File: src/rtl/uart_boot_pkg.sv
// -----------------------------------------------------------------------------
// uart_boot_pkg
// Shared types for the UART boot loader:
//   - boot_state_e : top-level frame FSM states
//   - phase_e      : which frame field the next received byte belongs to
//   - port_state_e : UART poll/read/send handshake states
//   - UART CPU-side register addresses
//   - csum_add     : 8-bit modular checksum accumulate
// -----------------------------------------------------------------------------
package uart_boot_pkg;

  typedef enum logic [2:0] {
    ST_IDLE   = 3'd0,
    ST_FETCH  = 3'd1,
    ST_MEM_WR = 3'd2,
    ST_RESP   = 3'd3,
    ST_DONE   = 3'd4,
    ST_ERROR  = 3'd5
  } boot_state_e;

  typedef enum logic [2:0] {
    PH_HDR    = 3'd0,
    PH_LEN_LO = 3'd1,
    PH_LEN_HI = 3'd2,
    PH_DATA   = 3'd3,
    PH_CSUM   = 3'd4
  } phase_e;

  typedef enum logic [2:0] {
    PS_IDLE    = 3'd0,
    PS_RX_POLL = 3'd1,
    PS_RX_CHK  = 3'd2,
    PS_RX_READ = 3'd3,
    PS_RX_CAP  = 3'd4,
    PS_TX_POLL = 3'd5,
    PS_TX_CHK  = 3'd6,
    PS_TX_SEND = 3'd7
  } port_state_e;

  localparam logic [3:0] UartRegRxReady = 4'h0;
  localparam logic [3:0] UartRegRxData  = 4'h1;
  localparam logic [3:0] UartRegTxData  = 4'h3;
  localparam logic [3:0] UartRegTxReady = 4'h4;

  // Checksum accumulate; the sum deliberately wraps modulo 256.
  function automatic logic [7:0] csum_add(input logic [7:0] acc_i, input logic [7:0] byte_i);
    csum_add = acc_i + byte_i;
  endfunction

endpackage

File: src/rtl/uart_byte_port.sv
// -----------------------------------------------------------------------------
// uart_byte_port
// Drives the UART CPU-side register port on behalf of the boot loader.
//   Receive : rx_req_i asks for a byte; rx_valid_o pulses (with rx_byte_o) in
//             the capture cycle. The rx data register is only read after a
//             poll that returned ready=1.
//   Transmit: tx_req_i asks to send tx_byte_i; tx_done_o pulses in the cycle
//             the tx data register is written.
//   UART    : uart_addr_o / uart_wdata_o / uart_addr_strobe_o are registered;
//             uart_data_i is valid the cycle after a strobe.
// -----------------------------------------------------------------------------
module uart_byte_port
  import uart_boot_pkg::*;
(
  input  logic       clk_i,
  input  logic       rst_ni,
  input  logic       rx_req_i,
  output logic       rx_valid_o,
  output logic [7:0] rx_byte_o,
  input  logic       tx_req_i,
  input  logic [7:0] tx_byte_i,
  output logic       tx_done_o,
  output logic [3:0] uart_addr_o,
  output logic [7:0] uart_wdata_o,
  output logic       uart_addr_strobe_o,
  input  logic [7:0] uart_data_i
);

  port_state_e state_q, state_d;
  logic        strobe_q, strobe_d;
  logic [3:0]  addr_q, addr_d;
  logic [7:0]  wdata_q, wdata_d;

  // Handshake next-state. Requests are taken from idle and straight out of the
  // capture cycle so back-to-back bytes cost only four cycles each.
  always_comb begin
    state_d = state_q;
    case (state_q)
      PS_IDLE, PS_RX_CAP: begin
        if (tx_req_i) begin
          state_d = PS_TX_POLL;
        end else if (rx_req_i) begin
          state_d = PS_RX_POLL;
        end else begin
          state_d = PS_IDLE;
        end
      end
      PS_RX_POLL: state_d = PS_RX_CHK;
      PS_RX_CHK: begin
        if (uart_data_i[0]) begin
          state_d = PS_RX_READ;
        end else begin
          state_d = PS_RX_POLL;
        end
      end
      PS_RX_READ: state_d = PS_RX_CAP;
      PS_TX_POLL: state_d = PS_TX_CHK;
      PS_TX_CHK: begin
        if (uart_data_i[0]) begin
          state_d = PS_TX_SEND;
        end else begin
          state_d = PS_TX_POLL;
        end
      end
      PS_TX_SEND: state_d = PS_IDLE;
      default:    state_d = PS_IDLE;
    endcase
  end

  // Bus controls are decoded from the next state so the registered strobe,
  // address and write data appear in the same cycle as the access state.
  always_comb begin
    strobe_d = 1'b0;
    addr_d   = 4'h0;
    wdata_d  = 8'h00;
    case (state_d)
      PS_RX_POLL: begin
        strobe_d = 1'b1;
        addr_d   = UartRegRxReady;
      end
      PS_RX_READ: begin
        strobe_d = 1'b1;
        addr_d   = UartRegRxData;
      end
      PS_TX_POLL: begin
        strobe_d = 1'b1;
        addr_d   = UartRegTxReady;
      end
      PS_TX_SEND: begin
        strobe_d = 1'b1;
        addr_d   = UartRegTxData;
        wdata_d  = tx_byte_i;
      end
      default: begin
        strobe_d = 1'b0;
        addr_d   = 4'h0;
        wdata_d  = 8'h00;
      end
    endcase
  end

  // Handshake state and registered UART bus outputs.
  always_ff @(posedge clk_i or negedge rst_ni) begin
    if (!rst_ni) begin
      state_q  <= PS_IDLE;
      strobe_q <= 1'b0;
      addr_q   <= 4'h0;
      wdata_q  <= 8'h00;
    end else begin
      state_q  <= state_d;
      strobe_q <= strobe_d;
      addr_q   <= addr_d;
      wdata_q  <= wdata_d;
    end
  end

  assign rx_valid_o         = (state_q == PS_RX_CAP);
  assign rx_byte_o          = uart_data_i;
  assign tx_done_o          = (state_q == PS_TX_SEND);
  assign uart_addr_o        = addr_q;
  assign uart_wdata_o       = wdata_q;
  assign uart_addr_strobe_o = strobe_q;

endmodule

File: src/rtl/uart_boot_loader.sv
// -----------------------------------------------------------------------------
// uart_boot_loader
// Receives a framed program image through the UART register port and writes
// it into instruction memory, holding the CPU in reset until the image has
// been loaded and its checksum verified. Replies ACK (good) or NAK (bad).
// Frame: Magic, N[7:0], N[15:8], N*4 payload bytes (LE words), checksum.
// Ports:
//   clk_i, rst_ni        : clock, async active-low reset
//   start_i              : begin a load from IDLE/DONE/ERROR
//   uart_*               : UART CPU-side register port (this block is master)
//   mem_addr_o/wdata_o/we_o : instruction memory word write
//   cpu_rst_no           : CPU reset, released only in DONE
//   busy_o/done_o/error_o: status
// -----------------------------------------------------------------------------
module uart_boot_loader
  import uart_boot_pkg::*;
#(
  parameter int                   AddrWidth = 32,
  parameter logic [AddrWidth-1:0] BaseAddr  = AddrWidth'(32'h0),
  parameter int                   MaxWords  = 4096,
  parameter logic [7:0]           Magic     = 8'hA5,
  parameter logic [7:0]           AckByte   = 8'h06,
  parameter logic [7:0]           NakByte   = 8'h15
) (
  input  logic                 clk_i,
  input  logic                 rst_ni,
  input  logic                 start_i,
  output logic [3:0]           uart_addr_o,
  output logic [7:0]           uart_wdata_o,
  output logic                 uart_addr_strobe_o,
  input  logic [7:0]           uart_data_i,
  output logic [AddrWidth-1:0] mem_addr_o,
  output logic [31:0]          mem_wdata_o,
  output logic                 mem_we_o,
  output logic                 cpu_rst_no,
  output logic                 busy_o,
  output logic                 done_o,
  output logic                 error_o
);

  localparam int         IdxW      = $clog2(MaxWords + 1);
  localparam logic [31:0] MaxWordsU = 32'(MaxWords);

  boot_state_e          state_q, state_d;
  phase_e               phase_q, phase_d;
  logic [7:0]           len_lo_q, len_lo_d;
  logic [IdxW-1:0]      word_cnt_q, word_cnt_d;
  logic [IdxW-1:0]      word_idx_q, word_idx_d;
  logic [IdxW-1:0]      idx_next_s;
  logic [7:0]           csum_q, csum_d;
  logic [31:0]          shift_q, shift_d;
  logic [1:0]           byte_cnt_q, byte_cnt_d;
  logic                 nak_q, nak_d;
  logic [AddrWidth-1:0] mem_addr_q, mem_addr_d;
  logic [31:0]          mem_wdata_q, mem_wdata_d;
  logic                 mem_we_q, cpu_rst_n_q, busy_q, done_q, error_q;

  logic [15:0] len_s;
  logic        rx_req_s, rx_valid_s, tx_req_s, tx_done_s;
  logic [7:0]  rx_byte_s, tx_byte_s;

  // The byte port looks one cycle ahead: it is asked for a byte whenever the
  // frame FSM will be fetching next cycle, which gives the 1-cycle start to
  // strobe latency and lets fetches run back to back.
  assign rx_req_s   = (state_d == ST_FETCH);
  assign tx_req_s   = (state_d == ST_RESP);
  assign tx_byte_s  = nak_q ? NakByte : AckByte;
  assign len_s      = {rx_byte_s, len_lo_q};
  assign idx_next_s = word_idx_q + IdxW'(1'b1);

  uart_byte_port u_byte_port (
    .clk_i              (clk_i),
    .rst_ni             (rst_ni),
    .rx_req_i           (rx_req_s),
    .rx_valid_o         (rx_valid_s),
    .rx_byte_o          (rx_byte_s),
    .tx_req_i           (tx_req_s),
    .tx_byte_i          (tx_byte_s),
    .tx_done_o          (tx_done_s),
    .uart_addr_o        (uart_addr_o),
    .uart_wdata_o       (uart_wdata_o),
    .uart_addr_strobe_o (uart_addr_strobe_o),
    .uart_data_i        (uart_data_i)
  );

  // Frame FSM next-state and datapath: header resync, length check, word
  // assembly, memory write sequencing and checksum verdict.
  always_comb begin
    state_d     = state_q;
    phase_d     = phase_q;
    len_lo_d    = len_lo_q;
    word_cnt_d  = word_cnt_q;
    word_idx_d  = word_idx_q;
    csum_d      = csum_q;
    shift_d     = shift_q;
    byte_cnt_d  = byte_cnt_q;
    nak_d       = nak_q;
    mem_addr_d  = mem_addr_q;
    mem_wdata_d = mem_wdata_q;
    case (state_q)
      ST_IDLE, ST_DONE, ST_ERROR: begin
        if (start_i) begin
          state_d    = ST_FETCH;
          phase_d    = PH_HDR;
          word_idx_d = {IdxW{1'b0}};
          csum_d     = 8'h00;
          shift_d    = 32'h0000_0000;
          byte_cnt_d = 2'd0;
          nak_d      = 1'b0;
        end else begin
          state_d = state_q;
        end
      end
      ST_FETCH: begin
        if (rx_valid_s) begin
          case (phase_q)
            PH_HDR: begin
              // Anything other than the start byte is dropped so a sender can
              // resynchronise by simply retransmitting the frame.
              if (rx_byte_s == Magic) begin
                phase_d = PH_LEN_LO;
              end else begin
                phase_d = PH_HDR;
              end
            end
            PH_LEN_LO: begin
              len_lo_d = rx_byte_s;
              phase_d  = PH_LEN_HI;
            end
            PH_LEN_HI: begin
              word_cnt_d = IdxW'(len_s);
              if ({16'h0000, len_s} > MaxWordsU) begin
                nak_d   = 1'b1;
                state_d = ST_RESP;
              end else if (len_s == 16'h0000) begin
                phase_d = PH_CSUM;
              end else begin
                phase_d = PH_DATA;
              end
            end
            PH_DATA: begin
              // Little-endian assembly: after four shifts the first byte
              // received sits in bits [7:0].
              shift_d    = {rx_byte_s, shift_q[31:8]};
              csum_d     = csum_add(csum_q, rx_byte_s);
              byte_cnt_d = byte_cnt_q + 2'd1;
              if (byte_cnt_q == 2'd3) begin
                state_d     = ST_MEM_WR;
                mem_wdata_d = {rx_byte_s, shift_q[31:8]};
                mem_addr_d  = BaseAddr + AddrWidth'({word_idx_q, 2'b00});
              end else begin
                state_d = ST_FETCH;
              end
            end
            PH_CSUM: begin
              nak_d   = (rx_byte_s != csum_q);
              state_d = ST_RESP;
            end
            default: phase_d = PH_HDR;
          endcase
        end else begin
          state_d = ST_FETCH;
        end
      end
      ST_MEM_WR: begin
        word_idx_d = idx_next_s;
        state_d    = ST_FETCH;
        if (idx_next_s == word_cnt_q) begin
          phase_d = PH_CSUM;
        end else begin
          phase_d = PH_DATA;
        end
      end
      ST_RESP: begin
        if (tx_done_s) begin
          if (nak_q) begin
            state_d = ST_ERROR;
          end else begin
            state_d = ST_DONE;
          end
        end else begin
          state_d = ST_RESP;
        end
      end
      default: state_d = ST_IDLE;
    endcase
  end

  // Frame FSM state and datapath registers.
  always_ff @(posedge clk_i or negedge rst_ni) begin
    if (!rst_ni) begin
      state_q     <= ST_IDLE;
      phase_q     <= PH_HDR;
      len_lo_q    <= 8'h00;
      word_cnt_q  <= {IdxW{1'b0}};
      word_idx_q  <= {IdxW{1'b0}};
      csum_q      <= 8'h00;
      shift_q     <= 32'h0000_0000;
      byte_cnt_q  <= 2'd0;
      nak_q       <= 1'b0;
      mem_addr_q  <= {AddrWidth{1'b0}};
      mem_wdata_q <= 32'h0000_0000;
    end else begin
      state_q     <= state_d;
      phase_q     <= phase_d;
      len_lo_q    <= len_lo_d;
      word_cnt_q  <= word_cnt_d;
      word_idx_q  <= word_idx_d;
      csum_q      <= csum_d;
      shift_q     <= shift_d;
      byte_cnt_q  <= byte_cnt_d;
      nak_q       <= nak_d;
      mem_addr_q  <= mem_addr_d;
      mem_wdata_q <= mem_wdata_d;
    end
  end

  // Status and write-enable outputs, registered from the next state so they
  // line up exactly with the state they describe.
  always_ff @(posedge clk_i or negedge rst_ni) begin
    if (!rst_ni) begin
      mem_we_q    <= 1'b0;
      cpu_rst_n_q <= 1'b0;
      busy_q      <= 1'b0;
      done_q      <= 1'b0;
      error_q     <= 1'b0;
    end else begin
      mem_we_q    <= (state_d == ST_MEM_WR);
      cpu_rst_n_q <= (state_d == ST_DONE);
      busy_q      <= (state_d != ST_IDLE) && (state_d != ST_DONE) && (state_d != ST_ERROR);
      done_q      <= (state_d == ST_DONE);
      error_q     <= (state_d == ST_ERROR);
    end
  end

  assign mem_addr_o  = mem_addr_q;
  assign mem_wdata_o = mem_wdata_q;
  assign mem_we_o    = mem_we_q;
  assign cpu_rst_no  = cpu_rst_n_q;
  assign busy_o      = busy_q;
  assign done_o      = done_q;
  assign error_o     = error_q;

endmodule

File: config.mk
export PLATFORM = sky130hd
export DESIGN_NAME = uart_boot_loader
export DESIGN_NICKNAME = d
export VERILOG_FILES = /design/src/rtl/uart_boot_pkg.sv /design/src/rtl/uart_byte_port.sv /design/src/rtl/uart_boot_loader.sv
export SDC_FILE = /design/constraint.sdc
export NUM_CORES = 1
export LEC_CHECK = 0
export ABC_AREA = 1
export CORE_ASPECT_RATIO = 1.75
export CORE_UTILIZATION = 45
export DETAILED_ROUTE_END_ITERATION = 7
export PLACE_DENSITY = 0.7
export SLEW_MARGIN = 5
export SYNTH_ARGS = -nofsm -noshare
export SYNTH_HDL_FRONTEND = slang
export SYNTH_HIERARCHICAL = 1
export SYNTH_SLANG_ARGS = --single-unit
export TNS_END_PERCENT = 5
File: constraint.sdc
create_clock -name clk_i -period 1.9 [get_ports clk_i]
set_clock_uncertainty 0.2 [all_clocks]
set_input_delay 0.38 -clock clk_i [delete_from_list [all_inputs] [get_ports clk_i]]
set_output_delay 0.38 -clock clk_i [all_outputs]
set_load 0.02 [all_outputs]
# ---- After elaboration in Yosys (flattened, before gate mapping)
# Index checks and enable logic that the tools add are counted.
dict set report totals {
  ff_bits 144
  latchBits 0
  mem_bits_rw 0
  romBits 0
  inputBits 11
  out_inout_bits 82
  mem_count 0
}
dict set report op_classes {
  addsub 3
  multipliers 0
  div_mod_pow 0
  order_cmp 1
  n_eq_ne 38
  shifts 0
  n_mux 44
  bitwise_logic 0
  reduce_logical 21
}
# operator count
set ops {}
lappend ops {{$mux W32} 3}
lappend ops {{$pmux W32 S2} 1}
lappend ops {{$eq A3 B3 Y1 const B} 11}
lappend ops {{$mux W3} 10}
lappend ops {{$eq A3 B2 Y1 const B} 9}
lappend ops {{$pmux W3 S3} 3}
lappend ops {{$pmux W13 S2} 1}
lappend ops {{$mux W8} 3}
lappend ops {{$pmux W3 S4} 2}
lappend ops {{$pmux W3 S7} 1}
lappend ops {{$gt A16 B13 Y1 const B} 1}
lappend ops {{$logic_not A16 Y1} 1}
lappend ops {{$pmux W8 S2} 1}
lappend ops {{$eq A3 B1 Y1 const B} 5}
lappend ops {{$add A13 B1 Y13 const B} 1}
lappend ops {{$eq A13 B13 Y1} 1}
lappend ops {{$mux W13} 1}
lappend ops {{$mux W2} 6}
lappend ops {{$ne A3 B3 Y1 const B} 4}
lappend ops {{$mux W5} 2}
lappend ops {{$reduce_and A5 Y1} 2}
lappend ops {{$logic_not A3 Y1} 3}
lappend ops {{$add A8 B8 Y8} 1}
lappend ops {{$eq A8 B8 Y1 const B} 1}
lappend ops {{18 further kinds} 33}

# ---- Depth between registers and ports, before layout
# Gate-level depths: netlist of run 1.
dict set report logic_depth {
  depth_word 12
  ltp_mapped 16
  ltp_nobuf 16
}

# ---- Modules after synthesis
# The synthesis of run 1 kept the hierarchy.
# mod instances cells_each area_per_inst_um2 seq_area_each_um2
set by_module_without_submodules {}
lappend by_module_without_submodules {uart_boot_loader 1 673 5989.5 3103.0}
lappend by_module_without_submodules {uart_byte_port 1 71 676.9 350.3}

# ---- Worst setup path after synthesis of run 1
# OpenSTA, ideal clock, no wires.
dict set report synth_path {
  kind {input-to-reg}
  start {in uart_data_i[0]}
  end {reg csum_q[6]}
  setup_ns 0.120
  arrival_ns 1.817
  required_time_ns 1.580
  slack_ns -0.237
  path_stages 11
  n_path_buf 1
  cell_sequence {buf_4 -> ha_1 -> fa_1 -> nand2_1 -> a21boi_0 -> o21ai_0 -> nand2_1 -> a21oi_1 -> a21oi_1 -> o21ai_1 -> nand2_1}
}
dict set report synth_via {
  elab_chain_cells 4
}
# item line_no
set synth_rtl {}
lappend synth_rtl {{start, declared} uart_boot_loader.sv:31} ;# input logic [7:0] uart_data_i,
lappend synth_rtl {{$add A8 B8 Y8} uart_boot_pkg.sv:47} ;# csum_add = acc_i + byte_i;
lappend synth_rtl {{$mux W8} uart_boot_loader.sv:116} ;# case (phase_q)
lappend synth_rtl {{$mux W8} uart_boot_loader.sv:115} ;# if (rx_valid_s) begin
lappend synth_rtl {{$pmux W8 S2} uart_boot_loader.sv:100} ;# case (state_q)
lappend synth_rtl {{end signal, assigned} uart_boot_loader.sv:209} ;# csum_q <= csum_d;
lappend synth_rtl {{end, declared} uart_boot_loader.sv:50} ;# logic [7:0] csum_q, csum_d;
# No other way between the ends. The select of a mux whose other input is x is not followed.
# A chain may end at the register's enable or synchronous reset.

# ---- Final worst setup path of run 1
dict set report layout_path {
  start {reg word_idx_q[0]}
  end {reg phase_q[2]}
}
dict set report layout_via {
  elab_chain_cells 4
}
# item line_no
set layout_rtl {}
lappend layout_rtl {{start, declared} uart_boot_loader.sv:48} ;# logic [IdxW-1:0] word_idx_q, word_idx_d;
lappend layout_rtl {{start signal, assigned} uart_boot_loader.sv:196} ;# word_idx_q <= {IdxW{1'b0}};
lappend layout_rtl {{start signal, assigned} uart_boot_loader.sv:208} ;# word_idx_q <= word_idx_d;
lappend layout_rtl {{$add A13 B1 Y13} uart_boot_loader.sv:69} ;# assign idx_next_s = word_idx_q + IdxW'(1'b1);
lappend layout_rtl {{$eq A13 B13 Y1} uart_boot_loader.sv:168} ;# if (idx_next_s == word_cnt_q) begin
lappend layout_rtl {{$mux W3} uart_boot_loader.sv:168}
lappend layout_rtl {{$pmux W3 S3} uart_boot_loader.sv:100}
lappend layout_rtl {{end signal, assigned} uart_boot_loader.sv:205} ;# phase_q <= phase_d;
lappend layout_rtl {{end, declared} uart_boot_loader.sv:45} ;# phase_e phase_q, phase_d;
# No other way between the ends.

==> impl_metrics.py, run 1 <==
metrics = {
    "outcome": {
        "status": "finished with violations",
        "violations": "setup timing",
    },
    "setup_path": {
        "crit_start": "word_idx_q[0]",
        "path_delay_family": "simple AND/OR/NAND/NOR gates",
        "setup.worst_path.start_class": "flop",
        "crit_type": "reg2reg",
        "worstPathMaxFanout": 4,
        "crit_required_ps": 2030,
        "arrival_ps": 2160,
        "cp_slowest_cell": "dfrtp_1",
        "cpPeakStageDelay_ps": 420,
        "crit_chain": "ha_4 > nand3_4 > nor2_4 > buf_6 > buf_4 > nand3_2 > nand3_2 > nand2_2 > nand3_2 > nor2_4 > nand4_1 > a21oi_1",
        "reg2reg_from": "word_idx_q[0]",
        "crit_top_cell": "nand3_2",
        "path_buf_inv": 2,
        "cp-end-kind": "flop",
    },
    "timing": {
        "fin_crit_sh_pct": 107.0,
        "hold_viol": 0,
        "period_needed_ps": 2033,
        "fmax_mhz": 491.8,
        "setup_viol": 8,
        "setup_slack_ps": -133.3,
        "rsz0062_at_grt": "true",
        "maxSlewViolCount": 0,
    },
    "clock_network": {
        "clk_path_buf_depth": 2,
        "htreeDepth": 4,
        "cts_tree": "done",
        "clock_sinks": 138,
        "clk_pin_slew_ps": 60,
        "cts-root-buf": "clkbuf_16",
        "clkLatencyLatePin_ps": 410,
        "cts-buffers-inserted": 17,
    },
    "yosys": {
        "synth-main-ff-cell": "dfrtp_1",
        "ys_types": 45,
        "seq_area_frac_synth_pct": 51.80,
        "netlist_area_um2": 6666,
        "ys_ff_latch": 138,
        "synth_cells": 744,
        "avgSynthCellArea_um2": 8.960,
        "yosysWarningCount": 6,
        "synthArstFlopShare_pct": 100.0,
        "synth_edf_count": 0,
    },
    "finish": {
        "multi_input_area_um2": 2935,
        "diodes": 0,
        "drive_above_1_share_pct": 31.88,
        "regArea_um2": 3460,
        "fillers": 1154,
        "area_delta_synth_final_pct": 40.07,
        "finalNetCount": 949,
        "final_core_util_pct": 64.66,
    },
    "global_routing": {
        "antenna_found_initial": 0,
        "grt_pass1_wl_mm": 26.12,
        "track_usage_pct": 22.16,
        "gr-total-overflow": 0,
        "grt_max_degree": 50,
        "grt_pass1_vias": 5645,
    },
    "floorplanning": {
        "dieArea_um2": 15320,
        "core-area_um2": 14440,
        "start_util_pct": 46.16,
        "row_count": 58,
        "dieHeight_um": 163.0,
        "dieWidth_um": 94.01,
        "io_pins": 93,
    },
    "placement": {
        "io_buffers": 72,
        "dp_hpwl_mm": 11.09,
        "routabilityCongestion": 0.8734,
    },
    "drt": {
        "drtIter0Drc": 242,
        "wl_per_cell_um": 14.58,
        "routed_via_density": 5.031,
        "ant_nets": 0,
        "dr.pass1.iters": 4,
        "dr_total_vias": 5640,
        "wl_mm": 16.35,
        "drc": 0,
    },
    "pwr": {
        "ir_drop_uv": 950.0,
        "power_mw": 13.10,
        "power.density_nw_per_um2": 1403,
        "leakage_nw": 4.691,
    },
    "job": {
        "cap_violations": 0,
    },
    "min_path": {
        "hold_class": "in2async",
    },
}
-- report_power, final --
part	switching (mW)	internal (mW)	total, mW
registers	0.518	3.71	4.23
logic	3.00	2.57	5.57
clock network	1.28	2.02	3.30
-- final timing paths --
| path | to | slack, ps | depth (start not counted) |
|---|---|---|---|
| worst min register to register | mem_addr_o[6] | 280 | 2 |
| worst max-delay path | phase_q[2] | -130 | 12 |
| min in group clk_i | mem_addr_o[6] | 280 | 2 |
| max in group asynchronous | mem_wdata_o[17] | 730 | 3 |
| worst max register to register | phase_q[2] | -130 | 12 |
| worst min-delay path | done_o | 220 | 2 |
-- synth_stat cells (6+ instances only) --
master | count | share of area (%)
nand2_1 | 159 | 9.0
inv_1 | 97 | 5.5
nand3_1 | 42 | 3.2
nor2_1 | 40 | 2.3
buf_4 | 31 | 3.5
a21oi_1 | 18 | 1.4
buf_2 | 7 | 0.53
o21ai_1 | 50 | 3.8
dfrtp_1 | 138 | 52
inv_2 | 10 | 0.56
nor3_1 | 6 | 0.45
o22ai_1 | 11 | 1.0
o22ai_2 | 20 | 3.8
ha_1 | 9 | 1.7
o21ai_0 | 31 | 2.3
clkbuf_1 | 8 | 0.45
-- stage by stage --
| step | area [µm²] | cells | hold slack [ps] | TNS, ps | worst slack [ps] |
|---|---|---|---|---|---|
| 6_report | 9338 | 1121 | 218.9 | -637.1 | -133.3 |
| 5_1_grt | 9338 | 1121 | 270.7 | -5410 | -223.1 |
| 3_3_place_gp | 8228 | 1068 | 101.9 | -11700 | -645.1 |
| 2_1_floorplan | 6773 | 766 | -115.6 | -1268 | -97.62 |
| 4_1_cts | 8884 | 1107 | 220.2 | -288.8 | -83.16 |
| 3_5_place_dp | 8228 | 1068 | 100.3 | -11490 | -624.0 |
-- cells by family (layout without fill, tap and decap cells) --
| kind of cell | after synthesis | after routing | synth area share, % |
|---|---|---|---|
| simple gates | 284 | 284 | 19.39 |
| flops | 138 | 138 | 51.80 |
| xor+xnor | 7 | 7 | 1.126 |
| compound gates | 141 | 141 | 14.00 |
| fa+ha+maj | 10 | 10 | 1.990 |
| other cells | 3 | 25 | 0.1689 |
| buf+inv | 161 | 336 | 11.52 |
-- worst register-to-register path: cells and delay by family, from the launching register on --
family / cells / cell delay [ps]
AOI/OAI and AO/OA: 1 / 160
adders and majority gates: 1 / 200
buffers and inverters: 2 / 270
DFF: 1 / 420
and+or+nand+nor: 8 / 700
-- layout by cell type (no fill, tap or decap), drive strengths merged, types with 2 or more instances in the layout --
| cell | instances |
|---|---|
| ha | 9 |
| o21ai | 82 |
| o22ai | 31 |
| a32o | 2 |
| nand4 | 6 |
| buf | 121 |
| nand2 | 165 |
| conb | 25 |
| or2 | 3 |
| dfrtp | 138 |
| a21oi | 18 |
| clkdlybuf4s50 | 2 |
| nand3b | 4 |
| a22o | 2 |
| nor4 | 5 |
| inv | 113 |
| a31oi | 2 |
| xor2 | 5 |
| nand3 | 44 |
| clkbuf | 20 |
| clkinv | 7 |
| bufinv | 2 |
| dlygate4sd2 | 68 |
| nor3 | 7 |
| nor2 | 49 |
-- state kept, by name (all words and copies together), names as in the netlist --
signal	flops
busy_o	1
byte_cnt_q	2
csum_q	8
done_o	1
error_o	1
len_lo_q	8
mem_addr_o	13
mem_wdata_o	32
mem_we_o	1
nak_q	1
phase_q	3
shift_q	24
state_q	3
u_byte_port/state_q	3
u_byte_port/uart_addr_o	3
u_byte_port/uart_wdata_o	8
word_cnt_q	13
word_idx_q	13
-- area by class of cell --
| class | instances | share of cell area (%) |
|---|---|---|
| Sequential cell | 138 | 37.05 |
| Tap cell | 180 | 2.412 |
| Clock inverter | 12 | 1.487 |
| Multi-Input combinational cell | 467 | 31.44 |
| Inverter | 111 | 4.636 |
| Clock buffer | 20 | 4.891 |
| Timing Repair Buffer | 193 | 18.09 |
-- routing by layer --
layer	wire length, µm	global-route usage, %	up-vias
met4	517	8.881	0
met2	9283	42.24	137
met5	0	0	-
li1	-	-	2737
met1	6055	23.01	2724
met3	492	4.516	42
-- what timing repair did --
| action | CTS | global route |
|---|---|---|
| endpoints found under the hold margin | 64 | 0 |
| setup endpoints to repair | 71 | 91 |
| pin swaps | 18 | 46 |
| resized for setup | 99 | 84 |
| hold buffers | 1 | 0 |
| gates cloned | 0 | 0 |
| buffers inserted | 6 | 14 |
Note: power is estimated with default switching activity, not from simulation.
==> inputs of run 2 (changes only) <==
--- a/config.mk
+++ b/config.mk
@@ -7,8 +7,10 @@
 export LEC_CHECK = 0
 export ABC_AREA = 1
 export CORE_ASPECT_RATIO = 1.75
+export CORE_MARGIN = 3
 export CORE_UTILIZATION = 45
 export DETAILED_ROUTE_END_ITERATION = 7
+export HOLD_SLACK_MARGIN = 0.08
 export PLACE_DENSITY = 0.7
 export SLEW_MARGIN = 5
 export SYNTH_ARGS = -nofsm -noshare
==> run 2 against run 1 <==
  * The run still ends with setup timing left
  * Wire length increased by 2.3%
  * Sequential power about the same
  * Design area decreased by 1.2%
  * Cell count unchanged
  * First-iteration DRC count increased by 43%
  * Via count decreased by 1.5%
  * Critical path type unchanged
==> impl_metrics.py, run 2 (synthesis gave the netlist of run 1 again) <==
metrics = {
    "pwr": {
        "power_mw": 13.20,
        "clkPwrFrac_pct": 26.2,
        "combPwrFrac_pct": 41.9,
        "ir_drop_uv": 878.8,
        "power.density_nw_per_um2": 1431,
        "leakage_nw": 4.680,
        "seqPwrFrac_pct": 31.9,
        "sw_frac_of_total_pct": 36.02,
        "internal-power_mw": 8.444,
        "switchingPower_mw": 4.754,
    },
    "drt": {
        "routed_via_density": 4.956,
        "drc": 0,
        "wl_mm": 16.73,
        "drtIter0Drc": 345,
        "wl_per_cell_um": 14.92,
        "dr.pass1.iters": 4,
        "dr_total_vias": 5556,
        "ant_nets": 0,
    },
    "timing": {
        "setup_tns_ps": -503.1,
        "fmax_mhz": 492.3,
        "maxSlewViolCount": 0,
        "period_needed_ps": 2031,
        "rsz0062_at_grt": "true",
        "setup_slack_ps": -131.1,
        "fin_crit_sh_pct": 106.9,
        "hold_viol": 0,
        "setup_viol": 7,
    },
    "setup_path": {
        "rr_endpoint": "csum_q[6]",
        "cpPeakStageDelay_ps": 410,
        "cp_slowest_cell": "dfrtp_1",
        "crit_type": "reg2reg",
        "reg2reg_depth": 10,
        "crit_start": "csum_q[0]",
        "cp-end-kind": "flop",
        "arrival_ps": 2140,
        "path_delay_family": "compound AO/OA/AOI/OAI gates",
        "path_buf_inv": 0,
        "r2r_slack_ps": -130,
        "reg2reg_from": "csum_q[0]",
        "setup.worst_path.start_class": "flop",
        "crit_required_ps": 2010,
        "worstPathMaxFanout": 2,
        "crit_chain": "ha_4 > fa_2 > nand2_2 > a21boi_2 > o21ai_2 > nand2_1 > a21oi_2 > a21oi_2 > o21ai_1 > nand2_1",
    },
    "global_routing": {
        "gr-total-overflow": 0,
        "grt_pass1_wl_mm": 26.77,
        "track_usage_pct": 20.34,
        "antenna_found_initial": 0,
        "grt_max_degree": 48,
        "grt_pass1_vias": 5641,
    },
    "clock_network": {
        "cts_tree": "done",
        "clk_pin_slew_ps": 60,
        "cts-buffers-inserted": 17,
        "clk_path_buf_depth": 2,
        "clkLatencyLatePin_ps": 420,
        "htreeDepth": 4,
        "clock_sinks": 138,
        "cts-root-buf": "clkbuf_16",
    },
    "floorplanning": {
        "start_util_pct": 46.16,
        "row_count": 58,
        "dieWidth_um": 98.01,
        "dieHeight_um": 167.0,
        "dieArea_um2": 16370,
        "io_pins": 93,
        "core-area_um2": 14440,
    },
    "outcome": {
        "status": "finished with violations",
        "violations": "setup timing",
    },
    "finish": {
        "layout_commonest_cell": "nand2_1",
        "drive_above_1_share_pct": 28.91,
        "largest_reg_flops": 32,
        "final_core_util_pct": 63.86,
        "final_cells": 1121,
        "finalNetCount": 949,
        "mostFrequentLayoutCells": "145 x nand2_1, 135 x dfrtp_1, 105 x buf_4, 90 x inv_1, 66 x dlygate4sd2_1",
        "area_delta_synth_final_pct": 38.34,
        "diodes": 0,
    },
    "job": {
        "cap_violations": 0,
    },
    "placement": {
        "io_buffers": 72,
        "placedCellCount": 1066,
        "routabilityCongestion": 0.9105,
        "dp_hpwl_mm": 11.42,
    },
    "min_path": {
        "hold_class": "in2async",
    },
}
-- run 2: changes by cell type in the layout (fill, tap and decap cells not counted), moves of 2 or more --
| cell | previous run | this run |
|---|---|---|
| dfrtp_2 | 5 | 3 |
| buf_6 | 8 | 6 |
| o22ai_1 | 7 | 9 |
| inv_2 | 15 | 17 |
| nand3_4 | 3 | 0 |
| dlygate4sd2_1 | 68 | 66 |
| inv_4 | 4 | 2 |
| nand2_2 | 30 | 17 |
| a21oi_1 | 11 | 13 |
| nand3_2 | 16 | 11 |
| nand2_1 | 131 | 145 |
| dfrtp_1 | 133 | 135 |
| nand3_1 | 25 | 33 |
| o22ai_2 | 24 | 22 |
-- run 2: power by group through the flow --
stage	combinational [mW]	sequential (mW)	clock (mW)
after global placement	4.84	4.20	0
final	5.53	4.21	3.46
after floorplan	2.99	4.30	0
after detailed placement	4.96	4.23	0
after CTS	5.26	4.19	3.49
after global routing	6.05	4.29	3.63
-- run 2: cell type report --
type,instances,area (µm²)
clock buffers,20,456.7
clock inverters,12,163.9
fillers,1176,5219
inverters,111,430.4
multi-input cells,467,2790
flip-flops and latches,138,3457
well taps,180,225.2
repair buffers,193,1699
-- run 2: metal layers --
| layer | vias to the layer above | share of wire [%] | track usage, % |
|---|---|---|---|
| li1 | 2733 | - | - |
| met2 | 146 | 57 | 38.66 |
| met4 | 0 | 3.6 | 10.19 |
| met5 | - | 0 | 0 |
| met3 | 50 | 3.4 | 3.521 |
| met1 | 2627 | 36 | 20.85 |
-- run 2: repair_timing --
action                                 CTS  global route
setup buffers                           17             5
hold buffers                             1             0
resized for setup                      101            45
endpoints found under the hold margin  138             0
pin swaps                               22            29
gates cloned                             0             0
setup endpoints to repair               75            91
-- run 2: how the worst max path moves through the flow --
stage	to	slack (ps)	depth (start not counted)
3_3_place_gp	u_byte_port/uart_addr_o[2]	-600	12
6_report	csum_q[6]	-130	10
5_1_grt	phase_q[0]	-230	13
4_1_cts	phase_q[0]	-90	13
3_5_place_dp	u_byte_port/uart_addr_o[2]	-650	12
2_1_floorplan	csum_q[6]	-100	11
-- run 2: through the flow --
step	area, µm²	setup WS [ps]	hold slack (ps)
finish	9223	-131.1	260.4
detailed placement	8238	-646.7	137.5
global placement	8238	-596.9	143.5
CTS	9000	-90.82	266.0
global route	9223	-233.8	289.1
floorplan	6773	-97.62	-115.6
